===== src/rtl/end_fade_ctrl.sv =====
// end_fade_ctrl: game-over screen fade-in / hold / fade-out sequencer.
// Optional palette rotation during HOLD when END_PAL_CYCLE_EN is defined.
module end_fade_ctrl #(
  parameter int STEP_FRAMES = 4,
  parameter int HOLD_FRAMES = 120
) (
  input  logic       Clk,
  input  logic       Reset,
  input  logic       start,
  input  logic       skip,
  input  logic       frame_tick,
  input  logic       de,
  input  logic [3:0] index_in,
  output logic [3:0] pal_index,
  input  logic [3:0] pal_r,
  input  logic [3:0] pal_g,
  input  logic [3:0] pal_b,
  output logic [3:0] red,
  output logic [3:0] green,
  output logic [3:0] blue,
  output logic       busy,
  output logic       done
);

  localparam int MAXF =
    (STEP_FRAMES > HOLD_FRAMES) ?
    STEP_FRAMES : HOLD_FRAMES;
  localparam int CW = $clog2(MAXF + 1);

  localparam logic [CW-1:0] STEP_LAST =
    CW'(STEP_FRAMES - 1);
  localparam logic [CW-1:0] HOLD_LAST =
    CW'(HOLD_FRAMES - 1);

  typedef enum logic [1:0] {
    S_IDLE,
    S_FADE_IN,
    S_HOLD,
    S_FADE_OUT
  } state_t;

  state_t        r_state;
  logic [4:0]    r_level;
  logic [CW-1:0] r_fcnt;
  logic          r_done;
  logic [3:0]    r_red;
  logic [3:0]    r_green;
  logic [3:0]    r_blue;

  // A tick only counts when skip is absent.
  logic w_tick;
  assign w_tick = frame_tick & ~skip;

  logic w_step_end;
  assign w_step_end = (r_fcnt == STEP_LAST);

  // Sequencer: state, fade level and frame counter.
  always_ff @(posedge Clk) begin
    if (Reset) begin
      r_state <= S_IDLE;
      r_level <= 5'd0;
      r_fcnt  <= '0;
      r_done  <= 1'b0;
    end else begin
      r_done <= 1'b0;
      unique case (r_state)
        S_IDLE: begin
          if (start) begin
            r_state <= S_FADE_IN;
            r_level <= 5'd0;
            r_fcnt  <= '0;
          end
        end
        S_FADE_IN: begin
          if (skip) begin
            r_state <= S_HOLD;
            r_level <= 5'd16;
            r_fcnt  <= '0;
          end else if (w_tick) begin
            if (w_step_end) begin
              r_fcnt  <= '0;
              r_level <= r_level + 5'd1;
              if (r_level == 5'd15)
                r_state <= S_HOLD;
            end else begin
              r_fcnt <= r_fcnt + 1'b1;
            end
          end
        end
        S_HOLD: begin
          if (skip) begin
            r_state <= S_FADE_OUT;
            r_fcnt  <= '0;
          end else if (w_tick) begin
            if (r_fcnt == HOLD_LAST) begin
              r_state <= S_FADE_OUT;
              r_fcnt  <= '0;
            end else begin
              r_fcnt <= r_fcnt + 1'b1;
            end
          end
        end
        S_FADE_OUT: begin
          if (w_tick) begin
            if (w_step_end) begin
              r_fcnt  <= '0;
              r_level <= r_level - 5'd1;
              if (r_level == 5'd1) begin
                r_state <= S_IDLE;
                r_done  <= 1'b1;
              end
            end else begin
              r_fcnt <= r_fcnt + 1'b1;
            end
          end
        end
      endcase
    end
  end

`ifdef END_PAL_CYCLE_EN
  logic [3:0]    r_rot;
  logic [CW-1:0] r_rcnt;

  // Rotation offset: steps every STEP_FRAMES ticks in HOLD only.
  always_ff @(posedge Clk) begin
    if (Reset) begin
      r_rot  <= 4'd0;
      r_rcnt <= '0;
    end else begin
      unique case (r_state)
        S_IDLE: begin
          if (start) begin
            r_rot  <= 4'd0;
            r_rcnt <= '0;
          end
        end
        S_FADE_IN: begin
          r_rcnt <= '0;
        end
        S_HOLD: begin
          if (w_tick) begin
            if (r_rcnt == STEP_LAST) begin
              r_rcnt <= '0;
              r_rot  <= (r_rot == 4'd14) ?
                        4'd0 : r_rot + 4'd1;
            end else begin
              r_rcnt <= r_rcnt + 1'b1;
            end
          end
        end
        S_FADE_OUT: begin
          r_rcnt <= '0;
        end
      endcase
    end
  end

  // Index 0 is the black background and is never rotated.
  logic [4:0] w_sum;
  logic [4:0] w_wrap;
  assign w_sum  = {1'b0, index_in} - 5'd1
                + {1'b0, r_rot};
  assign w_wrap = (w_sum >= 5'd15) ?
                  w_sum - 5'd15 : w_sum;
  assign pal_index = (index_in == 4'd0) ?
                     4'd0 : 4'(w_wrap + 5'd1);
`else
  assign pal_index = index_in;
`endif

  function automatic logic [3:0] f_scale(
    input logic [3:0] c,
    input logic [4:0] l
  );
    logic [8:0] p;
    p = {5'd0, c} * {4'd0, l};
    return 4'(p >> 4);
  endfunction

  // Pixel output: palette colour scaled by level, blanked outside de.
  always_ff @(posedge Clk) begin
    if (Reset) begin
      r_red   <= 4'd0;
      r_green <= 4'd0;
      r_blue  <= 4'd0;
    end else if (!de) begin
      r_red   <= 4'd0;
      r_green <= 4'd0;
      r_blue  <= 4'd0;
    end else begin
      r_red   <= f_scale(pal_r, r_level);
      r_green <= f_scale(pal_g, r_level);
      r_blue  <= f_scale(pal_b, r_level);
    end
  end

  assign red   = r_red;
  assign green = r_green;
  assign blue  = r_blue;
  assign busy  = (r_state != S_IDLE);
  assign done  = r_done;

endmodule


===== config.mk =====
export PLATFORM = sky130hd
export DESIGN_NAME = end_fade_ctrl
export DESIGN_NICKNAME = d
export VERILOG_FILES = /design/src/rtl/end_fade_ctrl.sv
export SDC_FILE = /design/constraint.sdc
export NUM_CORES = 1
export LEC_CHECK = 0
export BUFFER_PORTS_ARGS = -buffer_cell sky130_fd_sc_hd__buf_2
export CAP_MARGIN = 20
export CORE_MARGIN = 4
export CORE_UTILIZATION = 57
export DETAILED_ROUTE_END_ITERATION = 12
export PLACE_DENSITY = 0.9
export SLEW_MARGIN = 5
export SYNTH_ARGS = -nofsm -noshare
export SYNTH_HDL_FRONTEND = slang
export SYNTH_SLANG_ARGS = --single-unit

===== constraint.sdc =====
create_clock -name Clk -period 4.48 [get_ports Clk]
set_input_delay 0.224 -clock Clk [delete_from_list [all_inputs] [get_ports Clk]]
set_output_delay 0.224 -clock Clk [all_outputs]
set_load 0.03 [all_outputs]

==> summary.txt, run 1 <==
Critical path
  • Critical path endpoint category: flip-flop
  • CP arrival: between 3 and 4 ns
  • Worst reg2reg path startpoint: r_level[1]
  • RR Endpoint: green[3]
  • Startpoint Class: flip-flop
  • Reg2Reg Depth: 11
  • CP Max Fanout: 19
  • R2R Setup Slk: approximately 1.1 ns
  • Worst endpoint required time: roughly 4.6 ns
  • Crit path kind: flip-flop to flip-flop

Timing
  • Worst Skew: between 0.002 and 0.0025 ns
  • Tcrit/Tclk final: ~76%
  • Final hold violations: 0
  • Setup TNS: 0 ns
  • Slew Limit Fails: 0
  • Worst-Margin Slew: 0.605 ns
  • Unrepaired setup endpoints after global routing: false
  • Crit path time final: ~3.4 ns
  • Hold Slack: about 0.28 ns
  • Setup-failing EPs final: 0
  • Max-slew headroom at the worst pin: about 60%
  • Max Freq: 293 MHz

Clocking
  • H-tree depth: 1
  • Total clock sinks: 27
  • Clock Root Buffer: clkbuf_8
  • Clk slew on worst S/H paths: approximately 0.090 ns
  • TritonCTS buffer count: 3
  • CTS-repair resized insts: 0
  • Clock Path Buffers: 2
  • CTS tree: built
  • Skew-Pair Late Insertion Delay: approximately 0.27 ns
  • Hold buffers post-CTS: 0
  • Post-CTS Setup Bufs: 0

Pwr
  • Cell internal pwr: roughly 0.00054 W
  • VDD IR max: 0.290 mV
  • Sw frac: between 40% and 50%
  • Static Leak: 1.46 nW
  • Combinational power share: a little over half
  • Share of power burned in registers: between 30% and 40%
  • Clock Power Share: between 10% and 20%
  • PwrDens: 336 nW/um^2
  • NetSw: 0.000462 W

Finish
  • Antenna cells: 0
  • Fillers: 409
  • Area Overhead vs Synth: 7.69%
  • Commonest non-fill, non-tap cell in the layout: ha_1
  • Util after Layout: around 63%
  • Layout cells sized above 1: between 10% and 20%
  • Highest-count cells in the layout ignoring fill and taps: ha_1 (38), nand2_1 (37), and2_1 (34)
  • Nets@finish: 425
  • Register area: 541 sq um
  • Multi-input combinational cell area: 2030 sq um

Global routing
  • Total Routing Usage GR: around a fifth
  • Gr ovfl total: 0
  • First-pass GRT wire length: a little over 10 mm
  • Number of global-route vias before repair: 2,299
  • Antenna violations before repair: 0
  • Largest net degree at the start of global routing: 21

Synthesis
  • Fraction of registers with async set/reset: 0%
  • Post-synthesis register bit count: 27
  • Synth warnings: 0
  • Syn Nets: just over 400
  • Cells after synthesis: approximately 330
  • Top cell type's share of synthesized area: slightly below 20%
  • Sequential area share after synthesis: 19.5%
  • Netlist cell types: 51
  • Top post-synthesis cells by area: dfxtp_1 (20%), ha_1 (17%), fa_1 (11%)
  • Syn Area/Cell: 8.40 sq um
  • Top_reg_cell synth: dfxtp_1
  • Cell area after synthesis: around 2800 sq um
  • Leading area contributor after synthesis: dfxtp_1
  • Post-synth EDFFs: 0

Place
  • Dpl hpwl: around 4.4 mm
  • PortBufs: 31
  • GPL Wtd Cong: 0.919

Worst hold path
  • Worst hold start: Reset
  • Worst hold stages: 2
  • Worst Hold Path EP: r_fcnt[1]
  • Worst hold path class: input pin to flip-flop

Job
  • Max Cap Viol: 0

Drt
  • Initial DRC Count: 129
  • Routed wire per std cell: 13.6 um
  • Vias: 2,318
  • Drt via density: roughly 5.6
  • Residual DRC: 0
  • Met1 wire length: between 2 and 2.5 mm
  • Metal3 WL: between 200 and 300 um
  • Pre-Repair DR Iteration Count: 5
  • Antenna-violating nets left: 0
  • Highest metal used: met4
  • Met2 wire len: about 2.8 mm
  • Drt total wl: ~5.7 mm

Floorplanning
  • Die area: between 6000 and 7000 sq um
  • FP Rows: 25
  • Die X: roughly 78 um
  • Initial Utilization: 58.5%
  • Die Span Y: 77.7 um
  • Total core area: about 4700 sq um
  • IO Pins: 40

Status
  • Status: finished, final reports clean
==> cell usage after synthesis, drive strengths merged, types with 6 or more instances <==
cell type and count:
a21oi 12, and2 34, and3 7, and4 6, clkbuf 11, dfxtp 27, fa 15, ha 38
inv 32, nand2 37, nor2 23, o21ai 8, xnor2 15
==> power groups by stage <==
stage,combinational (W),sequential (W),clock [W]
floorplan,0.000444,0.000302,0
global placement,0.000508,0.000328,0
detailed placement,0.000530,0.000330,0
CTS,0.000534,0.000325,0.000147
global route,0.000616,0.000333,0.000156
finish,0.000534,0.000326,0.000142
==> sequential cells by signal, summed over array words and instances (netlist names) <==
name and count:
blue 4, done 1, green 4, r_fcnt 7, r_level 5, r_state 2
red 4
==> stage by stage <==
stage / instance area [sq um] / setup slack (ns) / total power [W] / cells
CTS: 2980 / 1.06 / 0.00101 / 416
finish: 2980 / 1.06 / 0.00100 / 416
detailed placement: 2930 / 1.09 / 0.000860 / 412
global placement: 2930 / 1.15 / 0.000836 / 412
global route: 2980 / 0.846 / 0.00111 / 416
floorplan: 2770 / 1.13 / 0.000746 / 329
==> how the worst max path moves through the flow <==
| stage | startpoint | end | slack, ns |
|---|---|---|---|
| floorplan | r_level[1] | green[3] | 1.13 |
| global placement | r_level[1] | green[3] | 1.15 |
| detailed placement | r_level[0] | green[3] | 1.09 |
| CTS | r_level[0] | green[3] | 1.06 |
| global route | r_level[1] | green[3] | 0.85 |
| finish | r_level[1] | green[3] | 1.06 |
==> kinds of logic (layout without fill, tap and decap cells) <==
kind of cell    count (synthesis)  after routing  share of synthesized area (%)
mux                             1              1                          0.362
fa+ha+maj                      53             53                           28.1
buf+inv                        47             67                           6.92
flops                          27             27                           19.5
xor+xnor                       18             18                           5.70
compound gates                 51             51                           13.7
simple gates                  132            132                           25.7
==> per-layer routing <==
layer / vias to the layer above / GRT usage, %
met5: - / 0
met2: 76 / 35.3
met3: 7 / 1.97
met4: 0 / 6.76
li1: 1146 / -
met1: 1089 / 25.7
==> worst max-delay path, stage by stage (launching register included) <==
cell	delay, ns
dfxtp_1	0.52
and2_1	0.26
fa_1	0.53
inv_1	0.05
fa_1	0.53
inv_1	0.04
ha_1	0.34
and4_1	0.22
a2111o_1	0.43
a21oi_1	0.19
xnor2_1	0.14
nor2_1	0.05
==> area by class of cell <==
class | count | share of cell area [%]
Timing Repair Buffer | 31 | 5.21
Sequential cell | 27 | 18.2
Inverter | 32 | 4.03
Tap cell | 67 | 2.82
Clock buffer | 4 | 1.51
Multi-Input combinational cell | 255 | 68.3
Power figures use the tool's default switching activity.
==> run 2, diff against run 1 <==
--- a/config.mk
+++ b/config.mk
@@ -5,12 +5,13 @@
 export SDC_FILE = /design/constraint.sdc
 export NUM_CORES = 1
 export LEC_CHECK = 0
+export ABC_AREA = 1
 export BUFFER_PORTS_ARGS = -buffer_cell sky130_fd_sc_hd__buf_2
 export CAP_MARGIN = 20
 export CORE_MARGIN = 4
-export CORE_UTILIZATION = 57
+export CORE_UTILIZATION = 54
 export DETAILED_ROUTE_END_ITERATION = 12
-export PLACE_DENSITY = 0.9
+export PLACE_DENSITY = 0.88
 export SLEW_MARGIN = 5
 export SYNTH_ARGS = -nofsm -noshare
 export SYNTH_HDL_FRONTEND = slang
==> constraint.sdc (replaced) <==
create_clock -name Clk -period 3.1 [get_ports Clk]
set_input_delay 0.155 -clock Clk [delete_from_list [all_inputs] [get_ports Clk]]
set_output_delay 0.155 -clock Clk [all_outputs]
set_load 0.03 [all_outputs]
==> summary.txt, run 2 <==
Status
  • Status: finished, final reports clean

Pwr
  • PwrDens: between 500 and 600 nW/um^2
  • VDD IR max: 0.246 mV
  • Static Leak: around 1.9 nW

Synthesis
  • Syn Area/Cell: between 6 and 7 sq um
  • Synth cell count leaders: nand2_1 (120), inv_1 (82), nor2_1 (39)
  • Post-synth EDFFs: 0
  • Netlist cell types: 31
  • Sequential area share after synthesis: between 10% and 20%
  • Top_reg_cell synth: dfxtp_1
  • Leading area contributor after synthesis: dfxtp_1
  • Syn Nets: 536
  • Synth warnings: 0
  • Top cell type's share of synthesized area: around 18%
  • Cells after synthesis: 461
  • Fraction of registers with async set/reset: 0%
  • Dominant cell by count in the synthesized netlist: nand2_1
  • Top post-synthesis cells by area: dfxtp_1 (18%), ha_1 (15%), nand2_1 (15%)
  • Cell area after synthesis: ~3000 sq um
  • Post-synthesis register bit count: 27

Drt
  • Drt total wl: 6.37 mm
  • Residual DRC: 0
  • Initial DRC Count: approximately 140
  • Drt via density: 5.14
  • Antenna-violating nets left: 0
  • Vias: around 2,900
  • Routed wire per std cell: 11.4 um
  • Pre-Repair DR Iteration Count: 4

Timing
  • Worst-Margin Slew: between 0.5 and 0.6 ns
  • Setup TNS: 0 ns
  • Crit path time final: between 2 and 3 ns
  • Worst Skew: approximately 0.013 ns
  • Final hold violations: 0
  • Unrepaired setup endpoints after global routing: false
  • Tcrit/Tclk final: 90.8%
  • Max Freq: 355 MHz
  • Setup-failing EPs final: 0
  • Max-slew headroom at the worst pin: 60.7%
  • Slew Limit Fails: 0

Critical path
  • Startpoint Class: flip-flop
  • Crit path kind: flip-flop to flip-flop
  • Worst Path Buf+Inv: 1
  • Cell family with most CP delay: adder cells
  • CP Cell Sequence: nand2_1 -> fa_1 -> fa_1 -> inv_1 -> ha_1 -> nand3_1 -> nand2_2 -> nand3_2 -> a21oi_1 -> nor2_1
  • CP Max Fanout: 17
  • Critical path endpoint category: flip-flop
  • Cell mode on critical path: fa_1
  • Slowest cell on crit path: dfxtp_1
  • CP arrival: ~3 ns
  • Worst reg2reg path startpoint: r_level[1]
  • Worst Setup SP: r_level[1]
  • CP peak stage delay: between 0.6 and 0.7 ns
  • Worst endpoint required time: about 3.3 ns

Global routing
  • Number of global-route vias before repair: 2,944
  • First-pass GRT wire length: between 10 and 15 mm
  • Antenna violations before repair: 0
  • Gr ovfl total: 0
  • Largest net degree at the start of global routing: 18
  • Total Routing Usage GR: roughly 19%

Job
  • Max Cap Viol: 0

Finish
  • Highest-count cells in the layout ignoring fill and taps: nand2_1 (120), inv_1 (82), nor2_1 (39)
  • Fillers: 484
  • Nets@finish: around 560
  • Antenna cells: 0
  • Commonest non-fill, non-tap cell in the layout: nand2_1
  • Area Overhead vs Synth: 7.27%
  • Layout cells sized above 1: ~14%
  • Largest register FFs: 7
  • Util after Layout: 60.0%
  • Biggest register: r_fcnt
  • Biggest registers after layout: r_fcnt x7, r_level x5

Floorplanning
  • IO Pins: 40
  • Die X: between 80 and 90 um
  • Initial Utilization: 55.9%
  • Total core area: around 5500 sq um
  • Die area: between 6000 and 7000 sq um
  • Die Span Y: 83.5 um
  • FP Rows: 27

Clocking
  • Clock Path Buffers: 2
  • CTS tree: built
  • Skew-Pair Late Insertion Delay: about 0.28 ns
  • H-tree depth: 1
  • Clk slew on worst S/H paths: ~0.11 ns
  • Total clock sinks: 27
  • CTS-repair resized insts: 0
  • TritonCTS buffer count: 3
  • Post-CTS Setup Bufs: 0
  • Clock Root Buffer: clkbuf_8
  • Hold buffers post-CTS: 0

Place
  • Dpl hpwl: between 5 and 6 mm
  • GPL Wtd Cong: about 0.9
  • PortBufs: 31

Worst hold path
  • Worst hold start: Reset
  • Worst hold path class: input pin to flip-flop
## run 2: changes by cell type in the layout (fill, tap and decap cells not counted), moves of 5 or more
cell	previous run	this run
a21oi_1	12	31
and2_1	34	0
and3_1	7	0
and4_1	6	0
inv_1	32	82
inv_2	0	5
nand2_1	37	120
nand2_2	0	5
nand3_1	3	36
nor2_1	22	39
nor2_2	0	6
o21ai_0	5	11
xnor2_1	15	8
## run 2: cell families after synthesis
group / Yosys count / share of synthesized area, %
AO/OA/AOI/OAI: 49 / 8.70
AND/OR/NAND/NOR: 220 / 31.8
flip-flops: 27 / 17.6
buffers and inverters: 102 / 13.9
XOR/XNOR: 10 / 2.84
adder cells (fa/ha/maj): 53 / 25.2
## run 2: stage by stage
stage	std cells	hold slack [ns]	worst slack (ns)	cell area (sq um)	total power (W)
6_report	557	0.156	0.286	3300	0.00177
5_1_grt	557	0.154	0.0386	3300	0.00197
4_1_cts	557	0.152	0.304	3300	0.00178
3_5_place_dp	553	0.310	0.316	3250	0.00156
3_3_place_gp	553	0.310	0.388	3250	0.00152
2_1_floorplan	461	0.339	0.392	3080	0.00133
## run 2: power by group
part | switching [W] | internal, W | leakage, nW
combinational | 0.000696 | 0.000381 | 1.63
sequential | 0.0000824 | 0.000392 | 0.219
clock | 0.000123 | 0.0000946 | 0.0261
total | 0.000901 | 0.000868 | 1.88
## run 2: metal layers
layer	wire (um)	vias to the layer above	track usage [%]	part of all wire [%]
met2	3260	67	37.7	51
met4	144	0	6.73	2.3
met5	0	-	0	0
met3	263	13	2.07	4.1
met1	2690	1317	21.2	42
li1	-	1467	-	-
## run 2: layout make-up
| cell class | count | area (sq um) | area share (%) |
|---|---|---|---|
| multi-input combinational | 332 | 2110 | 63.9 |
| timing repair buffer | 35 | 185 | 5.61 |
| tap | 72 | 90.1 | 2.73 |
| clock buffer | 3 | 41.3 | 1.25 |
| sequential | 27 | 541 | 16.4 |
| inverter | 87 | 327 | 9.89 |
| clock inverter | 1 | 8.76 | 0.265 |
## run 2: worst reg2reg max path, stage by stage, from the launching register on
cell and delay [ns]:
dfxtp_1 0.67, nand2_1 0.15, fa_1 0.52, fa_1 0.55, inv_1 0.04, ha_1 0.28
nand3_1 0.10, nand2_2 0.11, nand3_2 0.08, a21oi_1 0.15, nor2_1 0.06
## run 2: path summary, 6_finish.rpt
path	slack, ns	cells past startpoint	end
worst max register to register	0.29	10	red[2]
worst min register to register	0.52	2	r_fcnt[1]
worst max-delay path	0.29	10	red[2]
worst min-delay path	0.16	2	r_fcnt[1]
